## config.mk

```make
export PLATFORM = sky130hd
export DESIGN_NAME = clk_div_ratio_ctrl
export DESIGN_NICKNAME = d
export VERILOG_FILES = /design/src/rtl/clk_div_ctrl_pkg.sv /design/src/rtl/clk_div_phase_cnt.sv /design/src/rtl/clk_div_ratio_ctrl.sv
export SDC_FILE = /design/constraint.sdc
export NUM_CORES = 1
export LEC_CHECK = 0
export ABC_AREA = 1
export CAP_MARGIN = 0
export CORE_ASPECT_RATIO = 1.25
export CORE_MARGIN = 1.5
export CORE_UTILIZATION = 54
export DETAILED_ROUTE_END_ITERATION = 10
export HOLD_SLACK_MARGIN = 0.15
export PLACE_DENSITY = 0.78
export SLEW_MARGIN = 20
export SYNTH_ARGS = -nofsm -noshare
export SYNTH_HDL_FRONTEND = slang
export SYNTH_SLANG_ARGS = --single-unit
```

## constraint.sdc

```tcl
create_clock -name clk -period 3.96 [get_ports clk]
set_input_delay 0.594 -clock clk [delete_from_list [all_inputs] [get_ports clk]]
set_output_delay 0.594 -clock clk [all_outputs]
set_load 0.02 [all_outputs]
```

## src/rtl/clk_div_ctrl_pkg.sv

```systemverilog
// Shared types and defaults for the clk_divider_N ratio controller.
// Optional ratio ramping is selected by the CLK_DIV_CTRL_RAMP_EN macro.
package clk_div_ctrl_pkg;

  localparam int NW_DEF      = 8;
  localparam int N_RESET_DEF = 2;
  localparam int N_MIN_DEF   = 2;

  typedef logic [NW_DEF-1:0] ratio_t;

  typedef enum logic {
    ST_IDLE = 1'b0,
    ST_WAIT = 1'b1
  } state_t;

endpackage

```

## src/rtl/clk_div_phase_cnt.sv

```systemverilog
// Phase counter mirroring the divider: counts 0..div_n-1 and flags the last
// cycle of each divided period. load0 restarts the period on a ratio switch.
module clk_div_phase_cnt
  import clk_div_ctrl_pkg::*;
#(
  parameter int NW = NW_DEF
) (
  input  logic          clk,
  input  logic          rst,
  input  logic [NW-1:0] div_n,
  input  logic          load0,
  output logic [NW-1:0] cnt,
  output logic          period_tick
);

  localparam logic [NW-1:0] ONE = NW'(1);

  logic [NW-1:0] r_cnt;

  assign period_tick = (r_cnt == div_n - ONE);
  assign cnt         = r_cnt;

  always_ff @(posedge clk) begin
    if (rst) begin
      r_cnt <= '0;
    end else if (load0 || period_tick) begin
      r_cnt <= '0;
    end else begin
      r_cnt <= r_cnt + ONE;
    end
  end

endmodule

```

## src/rtl/clk_div_ratio_ctrl.sv

```systemverilog
// Ratio controller: accepts divide-ratio requests, rejects illegal ones and
// switches div_n only on a period boundary. Macro: CLK_DIV_CTRL_RAMP_EN (step +-1).
module clk_div_ratio_ctrl
  import clk_div_ctrl_pkg::*;
#(
  parameter int NW      = NW_DEF,
  parameter int N_RESET = N_RESET_DEF,
  parameter int N_MIN   = N_MIN_DEF
) (
  input  logic          clk,
  input  logic          rst,
  input  logic          req_valid,
  input  logic [NW-1:0] req_n,
  output logic          req_ready,
  output logic          req_err,
  output logic          done,
  output logic          busy,
  output logic [NW-1:0] div_n,
  output logic          period_tick
);

  localparam logic [NW-1:0] ONE     = NW'(1);
  localparam logic [NW-1:0] RESET_N = NW'(N_RESET);
  localparam logic [NW-1:0] MIN_N   = NW'(N_MIN);

  state_t        r_state, w_state_nxt;
  logic [NW-1:0] r_div_n, w_div_n_nxt;
  logic [NW-1:0] r_target, w_target_nxt;
  logic [NW-1:0] w_step;
  logic [NW-1:0] w_cnt;
  logic          r_done, w_done_nxt;
  logic          r_err, w_err_nxt;
  logic          w_load0, w_tick, w_accept;

  clk_div_phase_cnt #(.NW(NW)) u_phase (
    .clk         (clk),
    .rst         (rst),
    .div_n       (r_div_n),
    .load0       (w_load0),
    .cnt         (w_cnt),
    .period_tick (w_tick)
  );

  assign req_ready   = (r_state == ST_IDLE) && !rst;
  assign busy        = (r_state == ST_WAIT);
  assign done        = r_done;
  assign req_err     = r_err;
  assign div_n       = r_div_n;
  assign period_tick = w_tick;
  assign w_accept    = req_valid && req_ready;

  always_comb begin
    // NOTE: every output of this block gets a default first, so no path can
    // leave one unassigned and infer a latch.
    w_state_nxt  = r_state;
    w_div_n_nxt  = r_div_n;
    w_target_nxt = r_target;
    w_done_nxt   = 1'b0;
    w_err_nxt    = 1'b0;
    w_load0      = 1'b0;
`ifdef CLK_DIV_CTRL_RAMP_EN
    w_step = (r_target > r_div_n) ? r_div_n + ONE : r_div_n - ONE;
`else
    w_step = r_target;
`endif

    case (r_state)
      ST_IDLE: begin
        if (w_accept) begin
          w_target_nxt = req_n;
          if (req_n < MIN_N) begin
            w_err_nxt = 1'b1;
          end else if (req_n == r_div_n) begin
            w_done_nxt = 1'b1;
          end else begin
            w_state_nxt = ST_WAIT;
          end
        end
      end
      ST_WAIT: begin
        // Only ticks seen in WAIT count, so a tick in the accept cycle is skipped.
        if (w_tick) begin
          w_div_n_nxt = w_step;
          w_load0     = 1'b1;
          if (w_step == r_target) begin
            w_done_nxt  = 1'b1;
            w_state_nxt = ST_IDLE;
          end
        end
      end
      default: w_state_nxt = ST_IDLE;
    endcase
  end

  always_ff @(posedge clk) begin
    // NOTE: non-blocking assignments so every register updates from the
    // pre-edge values, independent of statement order.
    if (rst) begin
      r_state  <= ST_IDLE;
      r_div_n  <= RESET_N;
      r_target <= RESET_N;
      r_done   <= 1'b0;
      r_err    <= 1'b0;
    end else begin
      r_state  <= w_state_nxt;
      r_div_n  <= w_div_n_nxt;
      r_target <= w_target_nxt;
      r_done   <= w_done_nxt;
      r_err    <= w_err_nxt;
    end
  end

  always_ff @(posedge clk) begin
    if (!rst) begin
      assert (w_cnt < r_div_n);
    end
  end

endmodule

```

==> metrics.md, run 1 <==
| Metric | Value |
|---|---|
| Cts repair resizes | `0` |
| Outcome | `complete, no violations` |
| CORE AREA | `2628 um^2` |
| DR vias/cell | `approximately 5` |
| P_sw | `0.7381 mW` |
| Leakage | `about 0.82 nW` |
| Setup violations, final | `0` |
| Number of fill cells | `254` |
| Critical path class | `register to output pin` |
| Syn_area_per_cell | `6.639 um^2` |
| Initial Util | `a little under three fifths` |
| Post-synthesis sequential area ratio | `36.67%` |
| CP required | `3.37 ns` |
| Primary FF master, synth | `dfxtp_1` |
| Setup ws final | `0.9501 ns` |
| HP Class | `register to register` |
| Final antenna diode count | `0` |
| First-pass iteration count of the detailed router | `4` |
| Achievable Freq | `332.2 MHz` |
| H-tree levels | `1` |
| Layout Nets | `260` |
| Remaining global-route overflow | `0` |
| Least-Margin Pin Slew | `0.4814 ns` |
| Worst EP arrival | `between 2 and 2.5 ns` |
| Synth warn | `0` |
| Clock slew at reported path FFs | `0.13 ns` |
| Worst slack at placement | `1.318 ns` |
| Area grow syn2layout | `18.93%` |
| Total GRT Usage | `22.16%` |
| Flop pwr share | `30.1%` |
| First-pass GRT wire length | `5.085 mm` |
| Layout cells sized above 1 | `a little under a tenth` |
| Post-DP HPWL | `2.406 mm` |
| Design area | `1753 um^2` |
| Final hold violation count | `0` |
| Asr flop ratio synth | `0%` |
| Total power | `between 1 and 1.5 mW` |
| Routed len/inst | `11.16 um` |
| TritonCTS clock tree | `done` |
| Port buffer count | `23` |
| GP Congestion | `0.8762` |
| Post-CTS Setup Bufs | `0` |
| Slew Viols, Final | `0` |
| Routed wire length | `3.125 mm` |
| Antenna violations before repair | `0` |
| Setup_tns | `0 ns` |
| Clock Power Share | `around 8.1%` |
| # clock sinks | `27` |
| Peak VDD IR | `425.5 uV` |
| Clock Latency Late Sink | `0.33 ns` |
| Largest net degree at the start of global routing | `18` |
| Synthesized cell area | `1474 um^2` |
| Worst setup EP type | `output pin` |
| I/O pins | `24` |
| Placed cell areas | `1727 um^2` |
| Logic pwr share | `between 60% and 70%` |
| Vias | `around 1400` |
| Internal power component | `about 0.74 mW` |
| Max-cap violations | `0` |
| Die footprint | `around 3000 um^2` |
| Final antenna-violating net count | `0` |
| Crit path time final | `around 3 ns` |
| Switching share of power | `49.91%` |
| Cts bufs inserted | `3` |
| Power Density | `843.7 nW/um^2` |
| Hold Buf Count CTS | `0` |
| Clock Path Buffers | `2` |
| Post-route clock skew | `0.01005 ns` |
| Drt first-iter violations | `20` |
| Setup crit start kind | `register` |
| Number of synthesized flops with an enable pin | `0` |
| Core Rows | `21` |
| Clk root buf | `clkbuf_4` |
| Crit Path Max Fanout | `6` |
| Final Core Density | `66.71%` |
| DIE HEIGHT | `61.41 um` |
| Synth Register Bits | `27` |
| Netlist cell types | `25` |
| Relative slew margins | `67.71%` |
| DR DRC count | `0` |
| RSZ-0062 raised after global routing | `no` |
| Vias in the first global route | `1170` |
| Cell count after synthesis | `222` |
| Post-Syn Nets | `approximately 240` |
| Tcrit/Tclk final | `76.01%` |
| Chip width | `49.73 um` |
==> cell type report <==
class	count	area, um^2	share of cell area (%)
clock buffers	4	26.28	1.499
inverters	33	123.9	7.066
multi-input cells	159	789.5	45.04
flip-flops and latches	27	540.5	30.84
well taps	34	42.54	2.427
repair buffers	23	230.2	13.13
==> cell usage in the layout, fill, tap and decap left out <==
cell type / n
o21ai_0: 8
nor2_4: 2
ha_1: 2
xor2_1: 6
clkbuf_4: 3
dfxtp_1: 27
clkdlybuf4s50_1: 23
nor3_1: 3
xnor2_1: 4
nor2_2: 5
nand2_1: 59
o21ai_2: 1
nand3_1: 22
inv_2: 7
o21ai_1: 1
nand2_2: 3
nand3_4: 1
nor2_1: 31
nand3_2: 1
a21oi_1: 3
clkbuf_1: 1
clkinv_1: 1
inv_1: 25
a211oi_1: 1
nand4_1: 6
==> registers in the layout (all words and copies together) (netlist names) <==
name / cells
r_target: 8
u_phase.cnt: 8
div_n: 8
done: 1
busy: 1
req_err: 1
==> worst max-delay path, cell delays in order (launching register included) <==
cell             delay (ns)
dfxtp_1                0.47
inv_2                  0.10
ha_1                   0.31
xor2_1                 0.15
nand2_1                0.08
nor2_2                 0.10
nand3_1                0.12
nor2_1                 0.14
clkdlybuf4s50_1        0.62
==> power groups by stage <==
stage / clock [mW] / combinational [mW] / sequential (mW)
global route: 0.134 / 1.03 / 0.458
finish: 0.120 / 0.914 / 0.444
detailed placement: 0 / 0.917 / 0.449
CTS: 0.124 / 0.922 / 0.443
global placement: 0 / 0.910 / 0.448
floorplan: 0 / 0.615 / 0.492
==> path summary, 6_finish.rpt <==
| check | start | endpoint | slack [ns] | cells past startpoint |
|---|---|---|---|---|
| hold / removal | r_target[0] | r_target[0] | 0.48 | 2 |
| hold reg to reg | r_target[0] | r_target[0] | 0.48 | 2 |
| setup / recovery | div_n[0] | period_tick | 0.95 | 8 |
| setup reg to reg | div_n[0] | div_n[0] | 2.06 | 11 |
==> synth_stat cells (2+ instances only) <==
cell     instances  area [um^2]
inv_2            7        26.28
nand4_1          6        37.54
nor2_1          31        116.4
ha_1             2        25.02
inv_1           25        93.84
xnor2_1          4        35.03
a21oi_1          3        15.01
xor2_1           6        52.55
nor2_4           2        22.52
nor3_1           3        15.01
o21ai_0          8        40.04
nand2_2          3        18.77
dfxtp_1         27        540.5
nor2_2           5        31.28
nand3_1         22        110.1
nand2_1         59        221.5
==> routing by layer <==
metal,GRT usage [%],wire length [um],share of wire (%),up-vias
met3,2.913,39,1.2,9
met1,27.88,1491,48,630
met4,11.11,93,3.0,0
met2,37.90,1500,48,13
li1,-,-,-,744
met5,0,0,0,-
==> through the flow <==
step / cells / hold slack [ns]
floorplan: 222 / 0.4298
global placement: 276 / 0.4560
detailed placement: 276 / 0.4606
CTS: 280 / 0.4797
global route: 280 / 0.5140
finish: 280 / 0.4791
==> cell families (layout without fill, tap and decap cells) <==
| family | after synthesis | count (layout) | synth area share (%) |
|---|---|---|---|
| adders and majority gates | 2 | 2 | 1.698 |
| and+or+nand+nor | 133 | 133 | 40.75 |
| AOI/OAI and AO/OA | 14 | 14 | 5.178 |
| xor gates and xnor gates | 10 | 10 | 5.942 |
| DFF | 27 | 27 | 36.67 |
| buffers and inverters | 36 | 60 | 9.762 |
Power figures use the tool's default switching activity.
==> run 2: changes to the inputs <==
- CORE_UTILIZATION: 54 -> 47
- PLACE_DENSITY: 0.78 -> 0.71
- clock period: 3.96 -> 2.4 ns (I/O delays scaled with it)
==> metrics.md, run 2 (same netlist as run 1, synthesis figures left out) <==
| Metric | Value |
|---|---|
| Slew Viols, Final | `0 (unchanged)` |
| Final antenna diode count | `0 (unchanged)` |
| Worst R2R Path Depth | `10 (was 11)` |
| Crit path time final | `about 2.2 ns` |
| Final hold violation count | `0 (unchanged)` |
| Achievable Freq | `~450 MHz` |
| TritonCTS clock tree | `done (unchanged)` |
| Total GRT Usage | `20.63% (was 22.16%)` |
| Internal power component | `1.213 mW (was 0.7407 mW)` |
| Area grow syn2layout | `20.37% (was 18.93%)` |
| Cts bufs inserted | `3 (unchanged)` |
| H-tree levels | `1 (unchanged)` |
| Hold Buf Count CTS | `0 (unchanged)` |
| RSZ-0062 raised after global routing | `no (unchanged)` |
| Leakage | `0.8424 nW (was 0.8243 nW)` |
| Max-cap violations | `0 (unchanged)` |
| Setup_tns | `0 ns (unchanged)` |
| Core Rows | `22 (was 21)` |
| Worst EP arrival | `1.86 ns (was 2.42 ns)` |
| Clock Latency Late Sink | `0.33 ns (about the same)` |
| Clock Path Buffers | `2 (unchanged)` |
| Cts repair resizes | `1 (was 0)` |
| Post-route clock skew | `0.003573 ns (was 0.01005 ns)` |
| Antenna violations before repair | `0 (unchanged)` |
| Tcrit/Tclk final | `92.37%` |
| Area of the multi-input gates | `789.5 um^2 (unchanged)` |
| Port buffer count | `23 (unchanged)` |
| Hold Crit Endpoint | `u_phase.cnt[0] (was r_target[0])` |
| Routed wire length | `3.152 mm (was 3.125 mm)` |
| Layout cells sized above 1 | `11.24% (was 9.350%)` |
| Most common cell after layout, fill and taps aside | `nand2_1 (unchanged)` |
| Clock slew at reported path FFs | `0.14 ns (was 0.13 ns)` |
| Remaining global-route overflow | `0 (unchanged)` |
| Critical R2R Capture | `div_n[3] (was div_n[0])` |
| Setup violations, final | `0 (unchanged)` |
| Commonest non-fill, non-tap cells in the layout | `59 x nand2_1, 31 x nor2_1, 27 x dfxtp_1 (unchanged)` |
| Largest net degree at the start of global routing | `18 (unchanged)` |
| # clock sinks | `27 (unchanged)` |
| DIE HEIGHT | `65.61 um (was 61.41 um)` |
| Crit Path Max Fanout | `5 (was 6)` |
| Clock Power Share | `8.0% (was 8.1%)` |
| Initial Util | `49.58% (was 56.10%)` |
| DR vias/cell | `4.867 (was 4.986)` |
| Vias in the first global route | `1253 (was 1170)` |
| P_sw | `1.220 mW (was 0.7381 mW)` |
| Number of fill cells | `302 (was 254)` |
| Outcome | `complete, no violations (unchanged)` |
| CORE AREA | `2973 um^2 (was 2628 um^2)` |
| I/O pins | `24 (unchanged)` |
| Routed len/inst | `11.06 um (was 11.16 um)` |
| Post-CTS Setup Bufs | `0 (unchanged)` |
| Worst setup EP type | `output pin (unchanged)` |
| DR DRC count | `0 (unchanged)` |
| Relative slew margins | `67.59% (was 67.71%)` |
| Post-DP HPWL | `2.482 mm (was 2.406 mm)` |
| Flop2flop setup slack | `0.64 ns (was 2.06 ns)` |
| Worst Min Path Start | `u_phase.cnt[0] (was r_target[0])` |
| Die footprint | `3483 um^2 (was 3054 um^2)` |
| Switching share of power | `50.13% (was 49.91%)` |
| Peak VDD IR | `802.1 uV (was 425.5 uV)` |
| R2r startpoint | `div_n[0] (unchanged)` |
| Power Density | `1371 nW/um^2 (was 843.7 nW/um^2)` |
| Drt first-iter violations | `40 (was 20)` |
| Logic pwr share | `62.6% (was 61.8%)` |
| Final antenna-violating net count | `0 (unchanged)` |
| Placed cell areas | `1752 um^2 (was 1727 um^2)` |
| Hold path cells | `1 (was 2)` |
| Layout Nets | `263 (was 260)` |
| HP Class | `register to register (unchanged)` |
| First-pass iteration count of the detailed router | `6 (was 4)` |
| CP required | `2.04 ns (was 3.37 ns)` |
| Least-Margin Pin Slew | `0.4849 ns (was 0.4814 ns)` |
| Critical path class | `register to output pin (unchanged)` |
| Reg area | `540.5 um^2 (unchanged)` |
| Flop pwr share | `29.4% (was 30.1%)` |
| Setup crit start kind | `register (unchanged)` |
| Clk root buf | `clkbuf_4 (unchanged)` |
| GP Congestion | `0.8642 (was 0.8762)` |
| Vias | `1387 (was 1396)` |
| Design area | `1774 um^2 (was 1753 um^2)` |
| First-pass GRT wire length | `5.368 mm (was 5.085 mm)` |
| Chip width | `53.09 um (was 49.73 um)` |
-- run 2: changes by cell type in the layout (fill, tap and decap cells not counted) --
cell / change
clkbuf_2: +1
clkinv_2: +1
clkbuf_1: -1
clkdlybuf4s50_1: -1
buf_4: +3
-- run 2: area by class of cell --
cell class / instances / area share [%]
Clock buffer: 3 / 1.269
Clock inverter: 1 / 0.2821
Inverter: 33 / 6.982
Multi-Input combinational cell: 159 / 44.50
Sequential cell: 27 / 30.47
Tap cell: 36 / 2.539
Timing Repair Buffer: 26 / 13.96
-- run 2: worst max-delay path by stage --
stage             start     endpoint  slack, ns  cells past startpoint
6_report       div_n[0]  period_tick       0.18                      8
5_1_grt        div_n[0]  period_tick       0.02                      8
4_1_cts        div_n[0]  period_tick       0.02                      8
3_5_place_dp   div_n[0]  period_tick       0.13                      8
3_3_place_gp   div_n[0]  period_tick       0.17                      8
2_1_floorplan  div_n[0]  period_tick       0.37                      7
-- run 2: per-stage QoR --
| stage | std cells | worst slack [ns] | utilization (%) | power (mW) | hold slack (ns) |
|---|---|---|---|---|---|
| after floorplan | 222 | 0.3668 | - | 1.827 | 0.4291 |
| after global placement | 281 | 0.1698 | 58.92 | 2.276 | 0.4584 |
| after detailed placement | 281 | 0.1273 | 58.92 | 2.288 | 0.4660 |
| after CTS | 285 | 0.02093 | 59.81 | 2.470 | 0.4886 |
| after global routing | 285 | 0.01902 | 59.68 | 2.677 | 0.5142 |
| final | 285 | 0.1831 | 59.68 | 2.433 | 0.4939 |
-- run 2: power groups by stage --
| stage | clock network, mW | logic (mW) | registers, mW |
|---|---|---|---|
| global route | 0.226 | 1.72 | 0.733 |
| floorplan | 0 | 1.01 | 0.812 |
| detailed placement | 0 | 1.56 | 0.726 |
| global placement | 0 | 1.55 | 0.726 |
| CTS | 0.208 | 1.55 | 0.714 |
| finish | 0.195 | 1.52 | 0.715 |
-- run 2: layer usage --
| layer | global-route usage, % | part of all wire (%) | vias up |
|---|---|---|---|
| met5 | 0 | 0 | - |
| met4 | 8.654 | 1.9 | 0 |
| met3 | 2.045 | 2.6 | 5 |
| met2 | 35.31 | 48 | 19 |
| met1 | 25.78 | 47 | 615 |
| li1 | - | - | 748 |
-- run 2: worst max-delay path, cell delays in order (launching register included) --
cell      delay [ns]
dfxtp_1         0.37
inv_2           0.07
ha_1            0.30
xor2_1          0.15
nand2_1         0.08
nor2_2          0.10
nand3_1         0.12
nor2_1          0.16
clkbuf_2        0.20
==> run 3: changes to the inputs <==
- CTS_BUF_LIST: default -> sky130_fd_sc_hd__clkbuf_4 sky130_fd_sc_hd__clkbuf_8 sky130_fd_sc_hd__clkbuf_16
==> results of run 3 <==
Same layout as run 2: the final DEF is identical, and so are final timing and power.
